`src/rtl/mult_div_unit.sv`:
```
// mult_div_unit
//   Iterative HI/LO multiply/divide unit for the single-issue MIPS datapath.
//   Executes MULTU/MULT (shift-add) and DIVU/DIV (restoring) one bit per cycle
//   into private HI/LO registers; MTHI/MTLO write them directly while idle.
//   An operation takes DATA_WIDTH+1 edges from acceptance to HI/LO update.
//
// Ports
//   clk            rising-edge clock
//   reset          asynchronous active-high reset
//   Start_i        start request (sampled only in IDLE)
//   Op_i           00 MULTU, 01 MULT, 10 DIVU, 11 DIV
//   Operand_A_i    rs value: multiplicand / dividend / MTHI-MTLO source
//   Operand_B_i    rt value: multiplier / divisor
//   Mthi_i         write Operand_A_i into HI (IDLE only, Start_i has priority)
//   Mtlo_i         write Operand_A_i into LO (IDLE only, Start_i has priority)
//   Busy_o         operation in flight
//   Done_o         one-cycle pulse when an operation has updated HI/LO
//   Div_By_Zero_o  one-cycle pulse with Done_o for a divide with B=0
//   Hi_o, Lo_o     HI/LO registers
module mult_div_unit #(
  parameter int DATA_WIDTH = 32
) (
  input  logic                  clk,
  input  logic                  reset,
  input  logic                  Start_i,
  input  logic [1:0]            Op_i,
  input  logic [DATA_WIDTH-1:0] Operand_A_i,
  input  logic [DATA_WIDTH-1:0] Operand_B_i,
  input  logic                  Mthi_i,
  input  logic                  Mtlo_i,
  output logic                  Busy_o,
  output logic                  Done_o,
  output logic                  Div_By_Zero_o,
  output logic [DATA_WIDTH-1:0] Hi_o,
  output logic [DATA_WIDTH-1:0] Lo_o
);

  localparam int W  = DATA_WIDTH;
  localparam int CW = $clog2(DATA_WIDTH);

  typedef enum logic [1:0] {
    S_IDLE,
    S_MUL,
    S_DIV,
    S_FIX
  } state_t;

  state_t          r_state;
  state_t          w_next;

  logic [CW-1:0]   r_cnt;
  logic [W-1:0]    r_mag_a;
  logic [W-1:0]    r_mag_b;
  logic [W-1:0]    r_orig_a;
  logic [W-1:0]    r_hi;
  logic [W-1:0]    r_lo;
  logic [2*W-1:0]  r_acc;
  logic            r_neg_q;
  logic            r_neg_r;
  logic            r_is_div;
  logic            r_done;
  logic            r_dbz;

  logic            w_last;
  logic            w_signed;
  logic [W-1:0]    w_abs_a;
  logic [W-1:0]    w_abs_b;
  logic [W:0]      w_mul_sum;
  logic [W:0]      w_rem_sh;
  logic [W+1:0]    w_diff;
  logic            w_qbit;
  logic [W-1:0]    w_rem_next;
  logic [2*W-1:0]  w_prod;
  logic [W-1:0]    w_quot;
  logic [W-1:0]    w_rem;

  // Accumulator layout
  //   multiply: acc = {partial product high, multiplier bits still to consume};
  //             each step adds the multiplicand to the top half and shifts right.
  //   divide:   acc = {partial remainder, dividend bits / quotient bits};
  //             each step shifts left one bit and trial-subtracts the divisor.
  always_comb begin
    w_signed   = Op_i[0];
    w_abs_a    = (w_signed && Operand_A_i[W-1]) ? -Operand_A_i : Operand_A_i;
    w_abs_b    = (w_signed && Operand_B_i[W-1]) ? -Operand_B_i : Operand_B_i;
    w_last     = (r_cnt == CW'(W-1));

    w_mul_sum  = {1'b0, r_acc[2*W-1:W]} + {1'b0, (r_acc[0] ? r_mag_a : {W{1'b0}})};

    w_rem_sh   = r_acc[2*W-1:W-1];
    w_diff     = {1'b0, w_rem_sh} - {2'b00, r_mag_b};
    w_qbit     = ~w_diff[W+1];
    w_rem_next = w_qbit ? w_diff[W-1:0] : w_rem_sh[W-1:0];

    w_prod     = r_neg_q ? -r_acc : r_acc;
    w_quot     = r_neg_q ? -r_acc[W-1:0] : r_acc[W-1:0];
    w_rem      = r_neg_r ? -r_acc[2*W-1:W] : r_acc[2*W-1:W];
  end

  always_ff @(posedge clk or posedge reset) begin
    if (reset) r_state <= S_IDLE;
    else       r_state <= w_next;
  end

  always_comb begin
    w_next = r_state;
    case (r_state)
      S_IDLE:  if (Start_i) w_next = Op_i[1] ? S_DIV : S_MUL;
      S_MUL:   if (w_last)  w_next = S_FIX;
      S_DIV:   if (w_last)  w_next = S_FIX;
      S_FIX:   w_next = S_IDLE;
      default: w_next = S_IDLE;
    endcase
  end

  always_ff @(posedge clk or posedge reset) begin
    if (reset) begin
      r_cnt    <= '0;
      r_mag_a  <= '0;
      r_mag_b  <= '0;
      r_orig_a <= '0;
      r_hi     <= '0;
      r_lo     <= '0;
      r_acc    <= '0;
      r_neg_q  <= 1'b0;
      r_neg_r  <= 1'b0;
      r_is_div <= 1'b0;
      r_done   <= 1'b0;
      r_dbz    <= 1'b0;
    end else begin
      r_done <= 1'b0;
      r_dbz  <= 1'b0;
      case (r_state)
        S_IDLE: begin
          if (Start_i) begin
            r_mag_a  <= w_abs_a;
            r_mag_b  <= w_abs_b;
            r_orig_a <= Operand_A_i;
            r_neg_q  <= w_signed & (Operand_A_i[W-1] ^ Operand_B_i[W-1]);
            r_neg_r  <= w_signed & Operand_A_i[W-1];
            r_is_div <= Op_i[1];
            r_acc    <= Op_i[1] ? {{W{1'b0}}, w_abs_a} : {{W{1'b0}}, w_abs_b};
            r_cnt    <= '0;
          end else begin
            if (Mthi_i) r_hi <= Operand_A_i;
            if (Mtlo_i) r_lo <= Operand_A_i;
          end
        end
        S_MUL: begin
          r_acc <= {w_mul_sum, r_acc[W-1:1]};
          r_cnt <= r_cnt + 1'b1;
        end
        S_DIV: begin
          r_acc <= {w_rem_next, r_acc[W-2:0], w_qbit};
          r_cnt <= r_cnt + 1'b1;
        end
        S_FIX: begin
          r_done <= 1'b1;
          if (r_is_div) begin
            if (r_mag_b == '0) begin
              r_hi  <= r_orig_a;
              r_lo  <= '1;
              r_dbz <= 1'b1;
            end else begin
              r_hi <= w_rem;
              r_lo <= w_quot;
            end
          end else begin
            r_hi <= w_prod[2*W-1:W];
            r_lo <= w_prod[W-1:0];
          end
        end
        default: ;
      endcase
    end
  end

  assign Busy_o        = (r_state != S_IDLE);
  assign Done_o        = r_done;
  assign Div_By_Zero_o = r_dbz;
  assign Hi_o          = r_hi;
  assign Lo_o          = r_lo;

endmodule

```
`config.mk`:
```
export PLATFORM = sky130hd
export DESIGN_NAME = mult_div_unit
export DESIGN_NICKNAME = d
export VERILOG_FILES = /design/src/rtl/mult_div_unit.sv
export SDC_FILE = /design/constraint.sdc
export NUM_CORES = 1
export LEC_CHECK = 0
export BUFFER_PORTS_ARGS = -buffer_cell sky130_fd_sc_hd__buf_2
export CORE_MARGIN = 5
export CORE_UTILIZATION = 25
export DETAILED_ROUTE_END_ITERATION = 6
export PLACE_DENSITY = 0.52
export SYNTH_ARGS = -nofsm -noshare
export SYNTH_HDL_FRONTEND = slang
export SYNTH_SLANG_ARGS = --single-unit
```
`constraint.sdc`:
```
create_clock -name clk -period 6.94 [get_ports clk]
set_input_delay 1.041 -clock clk [delete_from_list [all_inputs] [get_ports clk]]
set_output_delay 1.041 -clock clk [all_outputs]
set_load 0.05 [all_outputs]
```
==> flow_metrics.env, run 1 <==
export IMPL_outcome="finished clean"
export IMPL_synth_top_cell_area_share_pct=33.2
export IMPL_critPathLaunch="r_acc[42]"
export IMPL_grtUsageTotal_pct=18.0
export IMPL_synth_main_ff_cell="dfrtp_1"
export IMPL_clock_latency_ns=0.58
export IMPL_ys_types=66
export IMPL_clock_fmax_ghz=0.235
export IMPL_slew_headroom_pct=25.9
export IMPL_crit_fanout=55
export IMPL_timing_rr_end="r_acc[61]"
export IMPL_crit_path_cell_trace="ha_1, nand4_1, or4_1, o31ai_1, nor2_1, o31a_2, and2_1, a221oi_1, o211ai_1"
export IMPL_start_kind="flop"
export IMPL_endpoint="r_acc[61]"
export IMPL_tns_ns=0
export IMPL_synth_async_reset_ratio_pct=100
export IMPL_seq_area_frac_synth_pct=33.2
export IMPL_h_tree_depth=1
export IMPL_layout_commonest_cell="nand2_1"
export IMPL_cts_root_buf="clkbuf_16"
export IMPL_drcViolationCount=0
export IMPL_yosysWarnings=0
export IMPL_cts_sink_count=235
export IMPL_worst_hold_slack_ns=0.470
export IMPL_synthesis_area_um2=17700
export IMPL_syn_inst=2267
export IMPL_grt_pass1_wl_um=109000
export IMPL_fin_skew_ns=0.00895
export IMPL_syn_nets=2414
export IMPL_yosys_area_top_type="dfrtp_1"
export IMPL_rsz0062_at_grt="no"
export IMPL_grt_max_degree=129
export IMPL_routedWlPerCell_um=22.5
export IMPL_cts_buffers=30
export IMPL_setup_viol=0
export IMPL_r2r_cells=9
export IMPL_most_common_layout_cells="nand2_1 (378), o21ai_0 (241), dfrtp_1 (234)"
export IMPL_die_area_um2=76300
export IMPL_gp_congestion=0.940
export IMPL_die_y_um=276
export IMPL_leakagePower_uw=0.00876
export IMPL_clk_pin_slew_worst_paths_ns=0.06
export IMPL_grt_remaining_overflow=0
export IMPL_grt_pass1_vias=17100
export IMPL_cpMaxStageDelayCell="o31a_2"
export IMPL_power_density_nw_per_um2=539
export IMPL_dr_pass1_iters=6
export IMPL_vias_per_cell=5.41
export IMPL_reg2reg_setup_slack_ns=2.68
export IMPL_drive_gt1_share_pct=10.5
export IMPL_fillers=7706
export IMPL_slew_violations=0
export IMPL_cts_resized=0
export IMPL_max_stage_delay_ns=0.71
export IMPL_hold_class="reg2reg"
export IMPL_post_cts_buffers=0
export IMPL_pin_count=138
export IMPL_core_area_um2=70100
export IMPL_rr_startpoint="r_acc[42]"
export IMPL_ir_worst_vdd_mv=0.331
export IMPL_place_hpwl_um=55600
export IMPL_io_buffers=137
export IMPL_cp_required_ns=7.39
export IMPL_fin_crit_ns=4.26
export IMPL_drt_iter0_markers=1511
export IMPL_endpoint_kind="flop"
export IMPL_max_cap_violations=0
export IMPL_wirelength_um=73100
export IMPL_cts_buffer_depth=3
export IMPL_start_util_pct=25.3
export IMPL_hold_buffers=0
export IMPL_cp_arrival_ns=4.70
export IMPL_hp_start="r_mag_a[25]"
export IMPL_hold_viol=0
export IMPL_row_count=97
export IMPL_syn2layout_area_growth_pct=14.3
export IMPL_finalNetCount=2437
export IMPL_die_w_um=276
export IMPL_synth_edff_count=0
export IMPL_crit_type="reg2reg"
export IMPL_vias=17600
export IMPL_grt_antenna_before_repair=1
export IMPL_max_slew_worst_pin_slew_ns=1.11
export IMPL_avgSynthCellArea_um2=7.81
export IMPL_drtAntennaViolNets=0
export IMPL_fin_crit_sh_pct=61.3
export IMPL_synth_seq_cells=235
export IMPL_cts_tree="built"
export IMPL_ys_top_cells_by_area="dfrtp_1 (33%), nand2_1 (8.0%), o21ai_0 (6.8%), ha_1 (5.2%), xor2_1 (4.5%)"
[registers in the layout (all words and copies together) (netlist names)]
name and count:
Lo_o 32, r_cnt 5, Hi_o 32, r_orig_a 31, Done_o 1, r_neg_q 1
r_is_div 1, r_mag_a 32, r_acc 64, r_neg_r 1, Div_By_Zero_o 1, r_state 2
r_mag_b 32
[worst max-delay path: cells and delay by family (launching register included)]
| kind | cells | cell delay, ns |
|---|---|---|
| compound gates | 4 | 1.62 |
| flops | 1 | 0.56 |
| fa+ha+maj | 1 | 0.50 |
| simple gates | 4 | 1.43 |
[power breakdown]
part / total [µW] / switching (µW) / internal, µW
combinational: 6500 / 4380 / 2120
clock: 1700 / 647 / 1050
sequential: 2700 / 722 / 1980
total: 10900 / 5750 / 5160
[area by class of cell]
class	count	area (µm²)	share of cell area, %
timing repair buffer	163	893	4.41
inverter	68	259	1.28
clock inverter	10	156	0.773
tap	940	1180	5.81
antenna	1	2.50	0.0124
sequential	235	5880	29.1
clock buffer	45	918	4.54
multi-input combinational	1792	11000	54.1
[how the worst min path moves through the flow]
| stage | to | slack [ns] | cells past startpoint |
|---|---|---|---|
| floorplan | r_mag_a[15] | 0.44 | 2 |
| finish | r_mag_a[25] | 0.47 | 2 |
| global route | r_mag_a[25] | 0.49 | 2 |
| detailed placement | r_mag_a[7] | 0.46 | 2 |
| global placement | r_mag_a[3] | 0.45 | 2 |
| CTS | r_mag_a[7] | 0.48 | 2 |
[cell families after synthesis]
| group | Yosys count | share of synthesized area (%) |
|---|---|---|
| buffers and inverters | 240 | 5.20 |
| XOR/XNOR | 182 | 9.00 |
| AND/OR/NAND/NOR | 801 | 20.9 |
| multiplexers | 15 | 0.869 |
| AO/OA/AOI/OAI | 718 | 25.4 |
| flip-flops | 235 | 33.2 |
| adder cells (fa/ha/maj) | 76 | 5.45 |
[per-layer routing]
metal	vias to the layer above	global-route usage, %	share of wire, %
met5	-	0	0
met4	0	6.17	4.0
met3	143	2.18	5.6
met2	683	31.3	49
met1	8633	23.3	42
li1	8154	-	-
[synth_stat cells (all sizes together), types with 4 or more instances]
cell    instances
a211o           4
a211oi         15
a21o           19
a21oi         157
a221o          15
a221oi          9
a22oi          37
a311oi          5
a31oi          22
and2           47
and3           11
buf            23
clkbuf        149
dfrtp         235
ha             74
inv            68
mux2i          12
nand2         379
nand2b         17
nand3          19
nand3b          4
nand4          17
nor2          150
nor2b          12
nor3           50
nor3b           9
nor4           19
nor4b           4
o211ai         19
o21a           16
o21ai         245
o21bai          7
o221ai         36
o22ai          37
o31ai          31
o41ai          23
or2            12
or3            26
or4            19
xnor2          90
xor2           92
[metrics by stage]
stage | total power [µW] | setup WS, ns | cell area, µm² | util, % | cells
6_report | 10900 | 2.68 | 20200 | 28.9 | 3254
5_1_grt | 11700 | 2.42 | 20200 | 28.8 | 3253
4_1_cts | 10900 | 2.77 | 20200 | 28.8 | 3253
3_5_place_dp | 9160 | 2.72 | 19200 | 27.3 | 3198
3_3_place_gp | 9060 | 2.78 | 19200 | 27.3 | 3198
2_1_floorplan | 7260 | 2.82 | 17700 | - | 2267
Power figures use the tool's default switching activity.
==> run 2, diff against run 1 <==
==> constraint.sdc (replaced) <==
create_clock -name clk -period 3.9 [get_ports clk]
set_input_delay 0.585 -clock clk [delete_from_list [all_inputs] [get_ports clk]]
set_output_delay 0.585 -clock clk [all_outputs]
set_load 0.05 [all_outputs]
==> run 2 against run 1 <==
Final cell count up 1.8%; clock power is 74% higher; global-route usage barely moved; combinational power rose by 85%; count of clock-buffer cells in the layout fell by 3; power is 80% higher; critical endpoint is now Hi_o[15].
==> flow_metrics.env, run 2 (synthesis results as in run 1) <==
export IMPL_outcome="finished clean"
export IMPL_hold_viol=0
export IMPL_drtAntennaViolNets=0
export IMPL_grt_remaining_overflow=0
export IMPL_layout_commonest_cell="nand2_1"
export IMPL_power_density_nw_per_um2=946
export IMPL_die_w_um=276
export IMPL_core_area_um2=70100
export IMPL_largest_reg_flops=64
export IMPL_drive_gt1_share_pct=12.7
export IMPL_grt_max_degree=89
export IMPL_critical_path_top_delay_family="simple AND/OR/NAND/NOR gates"
export IMPL_worst_hold_slack_ns=0.145
export IMPL_drcViolationCount=0
export IMPL_cts_buffers=31
export IMPL_start_kind="flop"
export IMPL_p_total_uw=19600
export IMPL_start_util_pct=25.3
export IMPL_finalNetCount=2493
export IMPL_fin_skew_ns=0.0222
export IMPL_clock_latency_ns=0.58
export IMPL_fin_area_um2=20700
export IMPL_cp_arrival_ns=4.14
export IMPL_max_slew_worst_pin_slew_ns=1.27
export IMPL_cpMaxStageDelayCell="or4b_2"
export IMPL_cts_tree="built"
export IMPL_most_common_layout_cells="nand2_1 (378), o21ai_0 (241), dfrtp_1 (234)"
export IMPL_ir_worst_vdd_mv=0.444
export IMPL_h_tree_depth=1
export IMPL_reg2reg_setup_slack_ns=0.26
export IMPL_fin_crit_sh_pct=93.2
export IMPL_cts_buffer_depth=3
export IMPL_tns_ns=0
export IMPL_routedWlPerCell_um=22.0
export IMPL_leakagePower_uw=0.00904
export IMPL_crit_fanout=10
export IMPL_crit_path_cell_trace="or4_1, or4b_2, nand3b_4, or2_1, o41ai_1, xor2_1, o211ai_1, o21ai_0, a21oi_1"
export IMPL_hold_class="in2async"
export IMPL_grt_antenna_before_repair=5
export IMPL_slew_headroom_pct=15.5
export IMPL_cts_root_buf="clkbuf_16"
export IMPL_wirelength_um=72800
export IMPL_cp_required_ns=4.41
export IMPL_clk_pin_slew_worst_paths_ns=0.06
export IMPL_largest_register="r_acc"
export IMPL_drt_iter0_markers=1637
export IMPL_crit_type="reg2reg"
export IMPL_io_buffers=137
export IMPL_gp_congestion=0.921
export IMPL_setup_viol=0
export IMPL_dr_pass1_iters=6
export IMPL_cp_num_buf_inv=0
export IMPL_pin_count=138
export IMPL_fin_crit_ns=3.64
export IMPL_vias=17600
export IMPL_vias_per_cell=5.33
export IMPL_rsz0062_at_grt="no"
export IMPL_place_hpwl_um=56400
export IMPL_max_cap_violations=0
export IMPL_dpl_cell_area_um2=19600
export IMPL_slew_violations=0
export IMPL_clock_fmax_ghz=0.275
export IMPL_post_cts_buffers=0
export IMPL_die_y_um=276
export IMPL_row_count=97
export IMPL_grt_pass1_wl_um=108000
export IMPL_die_area_um2=76300
export IMPL_syn2layout_area_growth_pct=16.8
export IMPL_endpoint_kind="flop"
export IMPL_max_stage_delay_ns=0.72
export IMPL_grt_pass1_vias=16900
export IMPL_grtUsageTotal_pct=18.0
export IMPL_cts_sink_count=235
## run 2: changes by cell type in the layout (fill, tap and decap cells not counted), moves of 3 or more
cell,change
buf_4,+50
clkinv_2,+3
buf_12,+5
clkbuf_8,-3
## run 2: power breakdown
part / switching [µW] / internal [µW]
registers: 1120 / 3530
clock network: 1190 / 1760
logic: 7930 / 4040
## run 2: routing by layer
| metal | GRT usage (%) | vias to the layer above | wire length (µm) | part of all wire (%) |
|---|---|---|---|---|
| li1 | - | 8275 | - | - |
| met1 | 23.3 | 8684 | 30800 | 42 |
| met2 | 31.3 | 549 | 35300 | 48 |
| met3 | 2.04 | 139 | 3730 | 5.1 |
| met4 | 6.22 | 2 | 3050 | 4.2 |
| met5 | 0 | - | 13 | 0.018 |
## run 2: area by class of cell
| type | count | area [µm²] |
|---|---|---|
| Multi-Input combinational cell | 1792 | 11000 |
| Tap cell | 940 | 1180 |
| Timing Repair Buffer | 218 | 1370 |
| Inverter | 68 | 259 |
| Clock buffer | 42 | 877 |
| Sequential cell | 235 | 5880 |
| Clock inverter | 14 | 158 |
| Antenna cell | 2 | 5.00 |
| Fill cell | 7659 | 49500 |
## run 2: per-stage QoR
| step | cells | utilization, % | setup slack (ns) |
|---|---|---|---|
| finish | 3311 | 29.5 | 0.265 |
| global route | 3310 | 29.5 | 0.0724 |
| CTS | 3309 | 29.5 | 0.173 |
| floorplan | 2267 | - | 0.237 |
| detailed placement | 3253 | 28.0 | 0.135 |
| global placement | 3253 | 28.0 | 0.129 |
## run 2: worst register-to-register path, cell delays in order, from the launching register on
cell and delay [ns]:
dfrtp_1 0.47, or4_1 0.60, or4b_2 0.72, nand3b_4 0.23, or2_1 0.46, o41ai_1 0.45, xor2_1 0.14, o211ai_1 0.21
o21ai_0 0.12, a21oi_1 0.17
## run 2: final timing paths
path                                start     endpoint  cells past startpoint
max in group asynchronous           reset  r_mag_b[20]                      3
min in group clk           Operand_A_i[8]  r_orig_a[8]                      3
min                                 reset     Hi_o[24]                      2
max                              r_acc[1]     Hi_o[15]                      9
max reg2reg                      r_acc[1]     Hi_o[15]                      9
min reg2reg                   r_mag_a[26]  r_mag_a[26]                      2
## run 2: repair_timing
action / CTS / global route
endpoints found under the setup margin: 0 / 13
endpoints found under the hold margin: 0 / 0
gates resized for setup: 0 / 2
hold buffers: 0 / 0
==> run 3, diff against run 2 <==
--- a/config.mk
+++ b/config.mk
@@ -10,6 +10,7 @@
 export CORE_UTILIZATION = 25
 export DETAILED_ROUTE_END_ITERATION = 6
 export PLACE_DENSITY = 0.52
+export RECOVER_POWER = 100
 export SYNTH_ARGS = -nofsm -noshare
 export SYNTH_HDL_FRONTEND = slang
 export SYNTH_SLANG_ARGS = --single-unit
==> run 3 against run 2 <==
Critical path type unchanged; worst hold slack improved by 0.15 ns; first-iteration DRC count rose by 1.7%; sequential cell count did not move; the flow now finishes with violations (capacitance limit, slew limit); core utilization fell by 0.37 points; sequential share of layout area rose by 0.36 points.
==> flow_metrics.env, run 3 (synthesis results as in run 1) <==
export IMPL_outcome="complete, but fails checks"
export IMPL_violations="capacitance limit, slew limit"
export IMPL_largest_reg_flops=64
export IMPL_cts_buffer_depth=3
export IMPL_grt_pass1_wl_um=108000
export IMPL_cts_buffers=31
export IMPL_core_area_um2=70100
export IMPL_start_util_pct=25.3
export IMPL_die_w_um=276
export IMPL_cts_sink_count=235
export IMPL_pwr_share_comb_pct=60.7
export IMPL_fin_skew_ns=0.0223
export IMPL_clock_power_share_pct=15.2
export IMPL_max_cap_violations=4
export IMPL_io_buffers=137
export IMPL_rr_startpoint="r_acc[19]"
export IMPL_hold_class="in2async"
export IMPL_crit_fanout=8
export IMPL_most_common_layout_cells="nand2_1 (379), o21ai_0 (242), dfrtp_1 (234)"
export IMPL_timing_rr_end="Hi_o[14]"
export IMPL_rsz0062_at_grt="no"
export IMPL_crit_type="reg2reg"
export IMPL_wirelength_um=72700
export IMPL_r2r_cells=9
export IMPL_cp_required_ns=4.35
export IMPL_leakagePower_uw=0.00876
export IMPL_layout_commonest_cell="nand2_1"
export IMPL_drt_iter0_markers=1665
export IMPL_switching_share_pct=52.6
export IMPL_intPower_uw=9170
export IMPL_setup_viol=0
export IMPL_row_count=97
export IMPL_hold_buffers=0
export IMPL_endpoint_kind="flop"
export IMPL_pin_count=138
export IMPL_dr_pass1_iters=7
export IMPL_finalNetCount=2493
export IMPL_grt_antenna_before_repair=5
export IMPL_pwr_share_seq_pct=24.1
export IMPL_clock_latency_ns=0.58
export IMPL_grt_max_degree=89
export IMPL_endpoint="Hi_o[14]"
export IMPL_place_hpwl_um=56400
export IMPL_die_y_um=276
export IMPL_power_switching_uw=10200
export IMPL_drtAntennaViolNets=0
export IMPL_routedWlPerCell_um=22.0
export IMPL_drive_gt1_share_pct=9.12
export IMPL_die_area_um2=76300
export IMPL_tns_ns=0
export IMPL_cts_tree="built"
export IMPL_fin_crit_ns=3.73
export IMPL_syn2layout_area_growth_pct=15.3
export IMPL_ir_worst_vdd_mv=0.440
export IMPL_drcViolationCount=0
export IMPL_largest_register="r_acc"
export IMPL_start_kind="flop"
export IMPL_fin_crit_sh_pct=95.7
export IMPL_h_tree_depth=1
export IMPL_clock_fmax_ghz=0.268
export IMPL_critPathLaunch="r_acc[19]"
export IMPL_grt_pass1_vias=16900
export IMPL_gp_congestion=0.921
export IMPL_vias=17700
export IMPL_clk_pin_slew_worst_paths_ns=0.06
export IMPL_post_cts_buffers=0
export IMPL_reg2reg_setup_slack_ns=0.17
export IMPL_max_slew_worst_pin_slew_ns=2.31
export IMPL_power_density_nw_per_um2=948
export IMPL_cts_root_buf="clkbuf_16"
export IMPL_slew_headroom_pct=-53.8
export IMPL_layout_setup_ws_ns=0.169
export IMPL_grt_remaining_overflow=0
export IMPL_grtUsageTotal_pct=18.0
export IMPL_vias_per_cell=5.33
export IMPL_slew_violations=197
export IMPL_cp_arrival_ns=4.18
export IMPL_hold_viol=0
export IMPL_place_ws_ns=0.135
==> run 3: power groups by stage <==
stage | Combinational (µW) | Clock (µW) | Sequential (µW)
global route | 12900 | 3090 | 4780
detailed placement | 11900 | 0 | 4680
finish | 11800 | 2940 | 4660
global placement | 11700 | 0 | 4640
CTS | 11900 | 3000 | 4640
floorplan | 7640 | 0 | 5270
==> run 3: how the worst min path moves through the flow <==
stage                        start  slack [ns]          end  cells after the start
floorplan              r_mag_a[15]        0.44  r_mag_a[15]                      2
global placement        r_mag_a[7]        0.46   r_mag_a[7]                      2
detailed placement     r_orig_a[7]        0.46  r_orig_a[7]                      2
CTS                          reset        0.15     Hi_o[24]                      2
global route        Operand_A_i[8]        0.29  r_orig_a[8]                      3
finish                       reset        0.30     Hi_o[24]                      2
==> run 3: repair_timing <==
item,in CTS,in global routing
gates resized for setup,0,2
endpoints found under the hold margin,0,0
setup endpoints to repair,0,13
==> run 3: cell type report <==
type	count	area (µm²)
antenna	1	2.50
clock buffer	42	877
clock inverter	14	158
fill	7724	49700
inverter	68	256
multi-input combinational	1792	10900
sequential	235	5880
tap	940	1180
timing repair buffer	218	1170
==> run 3: per-layer routing <==
layer | vias up | wire (µm) | global-route usage [%]
li1 | 8265 | - | -
met1 | 8673 | 30800 | 23.3
met2 | 569 | 35400 | 31.3
met3 | 142 | 3580 | 2.04
met4 | 2 | 2990 | 6.22
met5 | - | 13 | 0
==> run 3: per-stage QoR <==
stage	power [µW]	std cells	hold WS (ns)	instance area (µm²)	utilization (%)
after floorplan	12900	2267	0.438	17700	-
after global placement	16400	3253	0.456	19600	28.0
after detailed placement	16600	3253	0.459	19600	28.0
after CTS	19600	3309	0.147	20700	29.5
after global routing	20800	3310	0.290	20400	29.1
final	19400	3310	0.299	20400	29.1
==> run 3: critical path, cell delays in order, from the launching register on <==
cell      delay (ns)
dfrtp_1         0.47
or4_1           0.63
or3_1           0.44
or4_4           0.51
or2_0           0.46
clkbuf_1        0.29
o21ai_0         0.26
xnor2_1         0.10
a211oi_1        0.35
nor3_1          0.09
